File: config.mk
export PLATFORM = sky130hd
export DESIGN_NAME = tt_mux_ctrl
export DESIGN_NICKNAME = d
export VERILOG_FILES = /design/src/rtl/tt_mux_ctrl.sv
export SDC_FILE = /design/constraint.sdc
export NUM_CORES = 1
export LEC_CHECK = 0
export BUFFER_PORTS_ARGS = -buffer_cell sky130_fd_sc_hd__buf_2
export CORE_AREA = 2 2 338 340
export DETAILED_ROUTE_END_ITERATION = 6
export DIE_AREA = 0 0 340 342
export PLACE_DENSITY = 0.31
export SLEW_MARGIN = 0
export SYNTH_ARGS = -nofsm -noshare
export SYNTH_HDL_FRONTEND = slang
export SYNTH_SLANG_ARGS = --single-unit
File: constraint.sdc
create_clock -name clk -period 4.24 [get_ports clk]
set_input_delay 0.212 -clock clk [delete_from_list [all_inputs] [get_ports clk]]
set_output_delay 0.212 -clock clk [all_outputs]
set_load 0.1 [all_outputs]
File: src/rtl/tt_mux_ctrl.sv
// tt_mux_ctrl: sequences one-hot project enables (gap, held reset, release) and muxes the shared in/out words
// Ports: clk/rst_n (async active-low); sel_valid/sel_ready/sel_addr host select handshake;
// host_iw -> proj_iw broadcast with gated project reset; ow_bus -> host_ow from the active project;
// proj_ena one-hot enable; active_idx selected index; busy in GAP/RESET; sel_err out-of-range pulse.
module tt_mux_ctrl #(
  parameter int N_PROJ     = 32,
  parameter int SEL_W      = 6,
  parameter int GAP_CYCLES = 2,
  parameter int RST_CYCLES = 4,
  parameter int IW_W       = 18,
  parameter int OW_W       = 24
) (
  input  logic                   clk,
  input  logic                   rst_n,
  input  logic                   sel_valid,
  output logic                   sel_ready,
  input  logic [SEL_W-1:0]       sel_addr,
  input  logic [IW_W-1:0]        host_iw,
  output logic [IW_W-1:0]        proj_iw,
  output logic [N_PROJ-1:0]      proj_ena,
  input  logic [N_PROJ*OW_W-1:0] ow_bus,
  output logic [OW_W-1:0]        host_ow,
  output logic [SEL_W-1:0]       active_idx,
  output logic                   busy,
  output logic                   sel_err
);
  localparam logic [1:0] S_OFF = 2'd0, S_GAP = 2'd1, S_RST = 2'd2, S_ACT = 2'd3;
  localparam int CNT_MAX = (GAP_CYCLES > RST_CYCLES) ? GAP_CYCLES : RST_CYCLES;
  localparam int CW = $clog2(CNT_MAX + 1);
  logic [1:0]    state;
  logic [CW-1:0] cnt;
  logic          proj_rst_q;
  logic          accept;
  logic          in_range;
  assign sel_ready = (state == S_OFF) || (state == S_ACT);
  assign busy      = (state == S_GAP) || (state == S_RST);
  assign accept    = sel_valid && sel_ready;
  assign in_range  = 32'(sel_addr) < 32'(N_PROJ);
  assign proj_iw   = {host_iw[IW_W-1:2], host_iw[1] & proj_rst_q, host_iw[0]};
  always_comb host_ow = (state == S_RST || state == S_ACT) ? ow_bus[OW_W*int'(active_idx) +: OW_W] : '0;
  always_ff @(posedge clk or negedge rst_n)
    if (!rst_n) begin
      state      <= S_OFF;
      cnt        <= '0;
      proj_ena   <= '0;
      proj_rst_q <= 1'b0;
      active_idx <= '0;
      sel_err    <= 1'b0;
    end else begin
      sel_err <= 1'b0;
      if (accept) begin
        proj_ena   <= '0;
        proj_rst_q <= 1'b0;
        sel_err    <= !in_range;
        state      <= in_range ? S_GAP : S_OFF;
        cnt        <= CW'(GAP_CYCLES - 1);
        if (in_range) active_idx <= sel_addr;
      end else if (state == S_GAP && cnt == '0) begin
        state    <= S_RST;
        cnt      <= CW'(RST_CYCLES - 1);
        proj_ena <= N_PROJ'(1) << active_idx;
      end else if (state == S_RST && cnt == '0) begin
        state      <= S_ACT;
        proj_rst_q <= 1'b1;
      end else if (busy) begin
        cnt <= cnt - 1'b1;
      end
    end
endmodule

Word-level counts from Yosys, hierarchy flattened

Cells that the tools add are included.

Reductions and logical operators: 16
$lt $le $gt $ge: 1
Multipliers: 1
Muxes and demuxes: 15
Bitwise operators: 1
Add/sub/neg operators: 1
Shift-type cells: 2
Equality and inequality tests: 5

Operators with widths:

| operator                                                              | count |
|---|---|
| 768-bit by 12-bit variable part select with 24-bit output             | 1 |
| 32-bit two-way mux                                                    | 2 |
| 1-bit by 6-bit << shifter with 32-bit output, first input constant    | 1 |
| 24-bit two-way mux                                                    | 1 |
| 3-bit two-way mux                                                     | 4 |
| 2-bit by 6-bit multiplier with 8-bit output, first input constant     | 1 |
| 6-bit less-than comparator, second input constant                     | 1 |
| 2-bit two-way mux                                                     | 3 |
| 2-bit AND reduction                                                   | 3 |
| 3-bit nonzero test                                                    | 2 |
| 1-bit two-way mux                                                     | 5 |
| 2-bit equality test, second input constant                            | 2 |
| 2-bit nonzero test                                                    | 2 |
| 1-bit logical AND                                                     | 3 |
| 3-bit zero test                                                       | 1 |
| 1-bit logical OR                                                      | 3 |
| 3-bit inequality test, second input constant                          | 1 |
| 3-bit by 1-bit subtractor with 3-bit output, second input constant    | 1 |
| 2-bit by 1-bit equality test with 1-bit output, second input constant | 1 |
| 2-bit zero test                                                       | 1 |
| 2-bit inequality test, second input constant                          | 1 |
| 1-bit bitwise AND                                                     | 1 |
| 1-bit zero test                                                       | 1 |

Input port bits: 795
Bits in registers: 45
Output and inout bits: 83

Logic depth before layout (Yosys ltp)

Gate-level depths: netlist of run 1.

Depth in word-level cells: 6
Gate-level depth with buffers: 9
Gate-level depth less buffers: 8

Worst setup path after synthesis of run 1

No wires, ideal clock.

Kind: register to output
From: register active_idx[0]
To: output host_ow[20]
Path slack: 0.223 ns
Cell stages (with the launch flop): 9
Data arrival time: 3.805 ns
Path through: dfrtp_1 > buf_4 > buf_6 > buf_4 > buf_4 > o22ai_1 > a221oi_1 > nand2_1 > a31oi_1

Word-level cells in the longest chain between the ends: 3

Ends and longest elaborated chain:

| what                                                      | RTL line | text |
|---|---|---|
| from (decl)                                               | 23       | `output logic [SEL_W-1:0] active_idx,` |
| from (signal assigned)                                    | 57       | `if (in_range) active_idx <= sel_addr;` |
| 2-bit by 6-bit multiplier with 8-bit output               | 40       | `always_comb host_ow = (state == S_RST \|\| state == S_ACT) ? ow_bus[OW_W*int'(active_idx) +: OW_W] : '0;` |
| 768-bit by 12-bit variable part select with 24-bit output | 40       |  |
| 24-bit two-way mux                                        | 40       |  |
| to (decl)                                                 | 22       | `output logic [OW_W-1:0] host_ow,` |

No other way between the ends.

Worst setup path after layout of run 1

From: register active_idx[1]
To: output host_ow[14]

Same word-level chain as after synthesis.

==> results of run 1 <==
-- through the flow --
stage	hold WS, ps	std cells
3_5_place_dp	402.6	3074
4_1_cts	56.61	3082
2_1_floorplan	-83.59	763
3_3_place_gp	400.6	3074
5_1_grt	80.72	3084
6_report	26.80	3089
-- report_power, final --
part	switching [uW]	internal (uW)	total (uW)
sequential	201	502	702
combinational	5360	2940	8300
clock	208	223	431
total	5770	3670	9440
-- critical path, stage by stage (launching register included) --
cell and delay (ps):
dfrtp_4 960, buf_4 340, mux4_2 510, mux2i_1 330, nor2_1 70, a221oi_1 440
a32oi_1 90, buf_2 330
-- cell type report --
cell class | instances | area, um2 | area share
Multi-Input combinational cell | 609 | 6534 | 0.4515
Timing Repair Buffer | 896 | 4695 | 0.3244
Tap cell | 1512 | 1892 | 0.1307
Sequential cell | 45 | 1140 | 0.07876
Clock buffer | 5 | 125.1 | 0.008645
Inverter | 12 | 45.04 | 0.003112
Clock inverter | 3 | 25.02 | 0.001729
Antenna cell | 7 | 17.52 | 0.001210
-- logic make-up after synthesis --
logic type | Yosys count | share of synthesized area
AOI/OAI and AO/OA | 206 | 0.1746
and+or+nand+nor | 127 | 0.06363
buffers and inverters | 109 | 0.08998
muxes | 271 | 0.5296
adders and majority gates | 5 | 0.007486
DFF | 45 | 0.1348
-- sequential cells by signal (all words and copies together) (netlist names) --
signal	cells
active_idx	6
cnt	3
proj_ena	32
proj_rst_q	1
sel_err	1
state	2
-- path summary, 6_finish.rpt --
kind	endpoint	cells past startpoint	slack, ps
max	host_ow[14]	7	550
min	active_idx[3]	2	30
max reg2reg	proj_ena[27]	6	1460
min reg2reg	proj_ena[5]	2	470
max in group asynchronous	active_idx[1]	2	3680
min in group clk	active_idx[1]	2	130
-- metal layers --
| layer | up-vias | part of all wire | track usage |
|---|---|---|---|
| met5 | - | 0.0016 | 0 |
| met4 | 20 | 0.025 | 0.02821 |
| met3 | 110 | 0.071 | 0.03051 |
| met2 | 584 | 0.48 | 0.2281 |
| met1 | 5303 | 0.42 | 0.1658 |
| li1 | 4783 | - | - |
-- layout by cell type, fill, tap and decap left out, drive strengths merged, types with 2 or more instances in the layout --
cell	synthesis	final
a22o	5	5
mux4	134	134
a211oi	4	4
mux2	29	29
o211ai	5	5
buf	76	896
inv	11	12
a311oi	2	2
a31oi	6	6
o22ai	17	17
diode	0	7
o22a	2	2
nand3	2	2
nor4	2	2
nand2	74	74
a221o	8	8
o2111ai	8	8
dfrtp	45	45
a221oi	34	34
clkinv	1	2
and3	2	2
o21ai	45	45
clkbuf	21	5
a21oi	23	23
nand2b	3	3
nor2b	6	6
mux2i	108	108
o221ai	2	2
a22oi	26	26
nor2	30	30
ha	5	5
a32oi	12	12
and2	4	4
nor3	2	2
==> results_dict.tcl, run 1 <==
set metrics [dict create \
    syn_area_um2 8357 \
    yosys.area.top_type "mux4_2" \
    gr-usage-all-layers 0.1318 \
    syn2layout_area_growth_pct 73.18 \
    cp_max_fo 30 \
    critPathCaptureType "output pin" \
    finalMaxSlewViolations 0 \
    drcViolationCount 0 \
    rsz0062_at_grt "false" \
    synth_seq_area_share 0.1348 \
    htree_levels 2 \
    utilization 0.1280 \
    numCtsBuffers 5 \
    core-area_um2 113100 \
    antenna_found_initial 51 \
    fin_tns_setup_ps 0 \
    power.total_uw 9437 \
    postCtsHoldBufs 0 \
    yosysMostFrequentCell "mux4_2" \
    cp.arrival_ps 3480 \
    power_density_nw_per_um2 652.1 \
    setup_slack_ps 545.6 \
    synth_area_leaders "mux4_2 (36%), dfrtp_1 (13%), mux2i_1 (13%), mux2_2 (3.9%), a221oi_1 (3.6%)" \
    rows 124 \
    ys.flop_type "dfrtp_1" \
    max_freq_mhz 270.7 \
    skew_ps 14.73 \
    clk_latency_ps 310 \
    cts_resized 0 \
    n_fill_cell 13136 \
    place_ws_ps 836.0 \
    synth_commonest_cells "mux4_2 (134), mux2i_1 (108), nand2_1 (74), dfrtp_1 (45), o21ai_0 (36)" \
    peakVddDrop_v 0.0002878 \
    status "completed" \
    hold_viol_final 0 \
    min_path_type "in -> async" \
    viasPerCell 3.496 \
    start_util 0.07389 \
    num_vias 10800 \
    postRouteAntennaNets 0 \
    tightest_slew_ps 1018 \
    async_flop_share 1.000 \
    nNetsFinal 2369 \
    die_w_um 340 \
    ys_seq_elements 45 \
    syn_avg_cell_area_um2 10.95 \
    netlist_instances 763 \
    setup_viol 0 \
    io_pins 878 \
    grt_max_degree 54 \
    fin_crit_ps 3694 \
    drv_cap 0 \
    cp-startpoint "active_idx[1]" \
    drt_iter0_markers 362 \
    synth_edf_count 0 \
    grt_pass1_wl_um 104400 \
    timing.rr.start "active_idx[4]" \
    dr.pass1.iters 4 \
    final_area_um2 14470 \
    p_leak_uw 0.006557 \
    io_buffers 843 \
    critPathKind "reg -> out" \
    crit_required_ps 4030 \
    gr-total-overflow 0 \
    drive_gt1_frac 0.6943 \
    syn-num-nets 1563 \
    synth_cell_types 50 \
    place_area_um2 14310 \
    yosysTopAreaCellShare 0.3611 \
    clk_path_buf_depth 2 \
    wirelength_um 80230 \
    maxSlewHeadroom 0.3204 \
    numClockSinks 45 \
    dieArea_um2 116300 \
    gp_congestion 0.8182 \
    tritoncts "built" \
    cts_setup_buffers 0 \
    clk_pin_slew_ps 80 \
    die_h_um 342 \
    hpwlAfterDp_um 70530 \
    grt_pass1_vias 11621 \
    period_share 0.8713 \
    synth-warning-count 0 \
    root_buffer "clkbuf_16" \
    wl_per_cell_um 25.97 \
    crit_path_start_kind "flop" \
]
Power figures use the tool's default switching activity.
==> inputs of run 2 (changes only) <==
--- a/config.mk
+++ b/config.mk
@@ -9,7 +9,7 @@
 export CORE_AREA = 2 2 338 340
 export DETAILED_ROUTE_END_ITERATION = 6
 export DIE_AREA = 0 0 340 342
-export PLACE_DENSITY = 0.31
+export PLACE_DENSITY = 0.3
 export SLEW_MARGIN = 0
 export SYNTH_ARGS = -nofsm -noshare
 export SYNTH_HDL_FRONTEND = slang
==> run 2 against run 1 <==
Against the previous run: combinational power is essentially flat; flip-flop and latch count is the same; power grew 0.91%; non-clock buffer count shrank 2; fmax shrank 5.1%; register-to-register slack gained 150 ps; clock-buffer cell count is the same; clock power grew 3%; setup slack lost 200 ps; highest routed layer unchanged.
==> results_dict.tcl, run 2 (same netlist as run 1, synthesis figures left out) <==
set metrics [dict create \
    nNetsFinal 2367 \
    cts_setup_buffers 0 \
    maxSlewHeadroom 0.1583 \
    utilization 0.1283 \
    cp_slowest_cell "nor2b_2" \
    power.total_uw 9524 \
    crit_required_ps 4030 \
    clk_path_buf_depth 2 \
    cp_cell_sequence "nor2b_2 > a22o_1 > a21oi_1 > a221oi_1 > buf_4 > a31oi_1 > buf_2" \
    numCtsBuffers 5 \
    drv_cap 0 \
    crit_path_start_kind "flop" \
    drcViolationCount 0 \
    cts_resized 0 \
    viasPerCell 3.496 \
    critPathCaptureType "output pin" \
    postCtsHoldBufs 1 \
    fin_tns_setup_ps 0 \
    dr.pass1.iters 4 \
    clk_pin_slew_ps 80 \
    period_share 0.9182 \
    core-area_um2 113100 \
    hpwlAfterDp_um 69640 \
    drt_iter0_markers 445 \
    cp.arrival_ps 3680 \
    rows 124 \
    io_buffers 843 \
    postRouteAntennaNets 0 \
    antenna_found_initial 54 \
    setup_viol 0 \
    gp_congestion 0.8027 \
    n_fill_cell 13117 \
    path_delay_family "simple AND/OR/NAND/NOR gates" \
    wl_per_cell_um 25.71 \
    final_cell_mix "buf_2 (841), mux4_2 (134), mux2i_1 (108)" \
    hold_viol_final 0 \
    drive_gt1_frac 0.6920 \
    skew_ps 16.86 \
    tightest_slew_ps 1257 \
    start_util 0.07389 \
    rsz0062_at_grt "false" \
    largest_reg_flops 32 \
    dieArea_um2 116300 \
    num_vias 10832 \
    regMostFlops "proj_ena" \
    tritoncts "built" \
    layout_commonest_cell "buf_2" \
    status "completed" \
    clk_latency_ps 310 \
    cp_num_buf_inv 2 \
    gr-usage-all-layers 0.1304 \
    reg_top3 "proj_ena x32, active_idx x6, cnt x3" \
    peakVddDrop_v 0.0002469 \
    cp_max_fo 18 \
    gr-total-overflow 0 \
    fin_crit_ps 3893 \
    die_w_um 340 \
    io_pins 878 \
    syn2layout_area_growth_pct 73.68 \
    min_path_type "in -> reg" \
    critPathKind "reg -> out" \
    grt_pass1_vias 11755 \
    wirelength_um 79650 \
    max_stage_delay_ps 1020 \
    die_h_um 342 \
    htree_levels 2 \
    grt_max_degree 57 \
    p_leak_uw 0.006554 \
    grt_pass1_wl_um 103100 \
    numClockSinks 45 \
    root_buffer "clkbuf_16" \
    finalMaxSlewViolations 0 \
    max_freq_mhz 256.9 \
    power_density_nw_per_um2 656.2 \
]
## run 2: cell type report
type                            instances  area, um2  share of cell area
Clock buffer                            5      125.1            0.008621
Antenna cell                           18      45.04            0.003103
Inverter                               12      45.04            0.003103
Sequential cell                        45       1140             0.07853
Clock inverter                          3      25.02            0.001724
Timing Repair Buffer                  894       4710              0.3245
Tap cell                             1512       1892              0.1303
Multi-Input combinational cell        609       6533              0.4501
## run 2: per-layer routing
metal / up-vias / wire [um] / global-route usage
li1: 4798 / - / -
met1: 5314 / 32570 / 0.1584
met2: 599 / 39570 / 0.2299
met3: 107 / 5466 / 0.03101
met4: 14 / 1935 / 0.03300
met5: - / 101 / 0
## run 2: final timing paths
kind                                     from  slack (ps)  cells after the start             to
worst min register to register    proj_ena[7]         480                      2    proj_ena[7]
worst min-delay path              sel_addr[3]         140                      2  active_idx[3]
max in group asynchronous               rst_n        2970                      3   proj_ena[14]
worst max register to register  active_idx[4]        1610                      6   proj_ena[31]
worst max-delay path            active_idx[0]         350                      7    host_ow[23]
min in group asynchronous               rst_n         420                      2        sel_err
## run 2: per-stage QoR
step / setup slack (ps) / hold slack (ps) / cell area, um2 / instances
3_5_place_dp: 491.7 / 253.2 / 14310 / 3071
5_1_grt: 124.8 / 137.2 / 14490 / 3088
2_1_floorplan: 223.5 / -83.59 / 8357 / 763
3_3_place_gp: 450.4 / 260.2 / 14310 / 3071
4_1_cts: 135.4 / 120.5 / 14470 / 3080
6_report: 346.9 / 135.3 / 14510 / 3098
## run 2: where the power goes
part	switching, uW	leakage, uW	total (uW)	internal [uW]
clock network	219	0.0000709	444	224
logic	5360	0.00588	8320	2960
registers	259	0.000604	760	501
total	5840	0.00655	9520	3690
==> inputs of run 3 (changes only) <==
--- a/config.mk
+++ b/config.mk
@@ -9,7 +9,6 @@
 export CORE_AREA = 2 2 338 340
 export DETAILED_ROUTE_END_ITERATION = 6
 export DIE_AREA = 0 0 340 342
-export PLACE_DENSITY = 0.3
 export SLEW_MARGIN = 0
 export SYNTH_ARGS = -nofsm -noshare
 export SYNTH_HDL_FRONTEND = slang
==> run 3 against run 2 <==
Against the previous run: power rose by 4.1%; fmax rose by 3.7%; combinational power rose by 5.2%; sequential power fell by 11%; final area rose by 1.6%; via count rose by 5.3%; register-to-register slack improved by 80 ps; utilization rose by 0.20 points; die area did not move; critical path depth fell by 2; flip-flop and latch count did not move.
==> results_dict.tcl, run 3 (same netlist as run 1, synthesis figures left out) <==
set metrics [dict create \
    crit_path_start_kind "flop" \
    rows 124 \
    seq_power_share 0.068 \
    tritoncts "built" \
    wl_per_cell_um 29.35 \
    grt_pass1_wl_um 113500 \
    io_buffers 843 \
    grt_max_degree 70 \
    cp.arrival_ps 3540 \
    final_cell_mix "buf_2 (827), mux4_2 (134), mux2i_1 (108)" \
    clk_path_buf_depth 2 \
    largest_reg_flops 32 \
    clk_pin_slew_ps 70 \
    fin_tns_setup_ps 0 \
    multi_input_area_um2 6511 \
    finalMaxSlewViolations 0 \
    hold_viol_final 0 \
    p_sw_frac 0.6001 \
    p_leak_uw 0.006606 \
    dieArea_um2 116300 \
    viasPerCell 3.676 \
    tightest_slew_ps 1163 \
    drv_cap 0 \
    drive_gt1_frac 0.6902 \
    numClockSinks 45 \
    switchingPower_uw 5948 \
    place_ws_ps 448.0 \
    clkPwrFrac 0.049 \
    critPathKind "reg -> out" \
    wirelength_um 91100 \
    reg_top3 "proj_ena x32, active_idx x6, cnt x3" \
    antenna_found_initial 96 \
    numCtsBuffers 5 \
    maxSlewHeadroom 0.2244 \
    die_h_um 342 \
    drt_iter0_markers 732 \
    io_pins 878 \
    drcViolationCount 0 \
    num_vias 11410 \
    regMostFlops "proj_ena" \
    fin_crit_ps 3756 \
    dr.pass1.iters 5 \
    rsz0062_at_grt "false" \
    skew_ps 5.996 \
    min_path_type "in -> async" \
    gr-total-overflow 0 \
    syn2layout_area_growth_pct 76.39 \
    critPathCaptureType "output pin" \
    clk_latency_ps 310 \
    setup_viol 0 \
    crit_required_ps 4030 \
    setup_slack_ps 484.3 \
    power_density_nw_per_um2 672.4 \
    peakVddDrop_v 0.0002962 \
    die_w_um 340 \
    start_util 0.07389 \
    postCtsHoldBufs 0 \
    gp_congestion 0.9583 \
    p_int_uw 3963 \
    core-area_um2 113100 \
    gr-usage-all-layers 0.1488 \
    max_freq_mhz 266.3 \
    postRouteAntennaNets 0 \
    cts_setup_buffers 0 \
    layout_commonest_cell "buf_2" \
    root_buffer "clkbuf_16" \
    grt_pass1_vias 11495 \
    hpwlAfterDp_um 82350 \
    cp_max_fo 37 \
    rr_worst_depth 4 \
    period_share 0.8858 \
    pwr-share-comb 0.883 \
    regArea_um2 1139 \
    status "completed" \
    n_fill_cell 12996 \
    htree_levels 2 \
    utilization 0.1303 \
    nNetsFinal 2368 \
]
==> run 3: cell types whose count changed in the layout (fill, tap and decap cells not counted), sizes merged <==
cell,before,now
bufinv,0,1
diode,18,23
buf,893,895
dlygate4sd3,1,0
clkinv,1,2
inv,13,11
==> run 3: through the flow <==
stage	total power (uW)	cell area (um2)	std cells	hold WS [ps]
after global routing	10500	14700	3089	91.03
final	9912	14740	3104	15.44
after CTS	10150	14680	3081	48.66
after floorplan	6363	8357	763	-83.59
after detailed placement	9617	14510	3073	396.1
after global placement	9618	14510	3073	379.5
==> run 3: power by group through the flow <==
stage | registers (uW) | logic, uW | clock network (uW)
2_1_floorplan | 819 | 5540 | 0
3_3_place_gp | 698 | 8920 | 0
3_5_place_dp | 699 | 8920 | 0
4_1_cts | 692 | 8950 | 505
5_1_grt | 698 | 9290 | 514
6_report | 676 | 8750 | 488
==> run 3: what timing repair did <==
item / 4_1_cts / 5_1_grt
resized for setup: 0 / 1
endpoints found under the setup margin: 0 / 1
hold endpoints to repair: 0 / 0
==> run 3: worst paths after layout <==
kind | startpoint | endpoint | slack [ps]
worst max-delay path | active_idx[1] | host_ow[8] | 480
worst min-delay path | rst_n | proj_ena[20] | 20
worst max register to register | active_idx[4] | proj_ena[31] | 1690
worst min register to register | proj_ena[2] | proj_ena[2] | 470
max in group asynchronous | rst_n | active_idx[2] | 3650
min in group clk | sel_addr[4] | active_idx[4] | 130
==> run 3: worst max-delay path, cell delays in order, from the launching register on <==
cell and delay, ps:
dfrtp_4 710, buf_4 570, mux4_2 400, a221oi_1 990, a21oi_1 280, buf_12 250
==> run 3: final cells by class <==
cell class / count / share of cell area
Sequential cell: 45 / 0.07724
Multi-Input combinational cell: 609 / 0.4417
Timing Repair Buffer: 895 / 0.3341
Clock buffer: 5 / 0.008488
Inverter: 12 / 0.003056
Antenna cell: 23 / 0.003905
Tap cell: 1512 / 0.1283
Clock inverter: 3 / 0.003141
==> run 3: per-layer routing <==
metal,track usage,vias up,share of wire
met5,0.006944,-,0.0010
met4,0.02535,14,0.022
met3,0.03035,164,0.077
met2,0.2643,822,0.49
met1,0.1861,5600,0.41
li1,-,4810,-
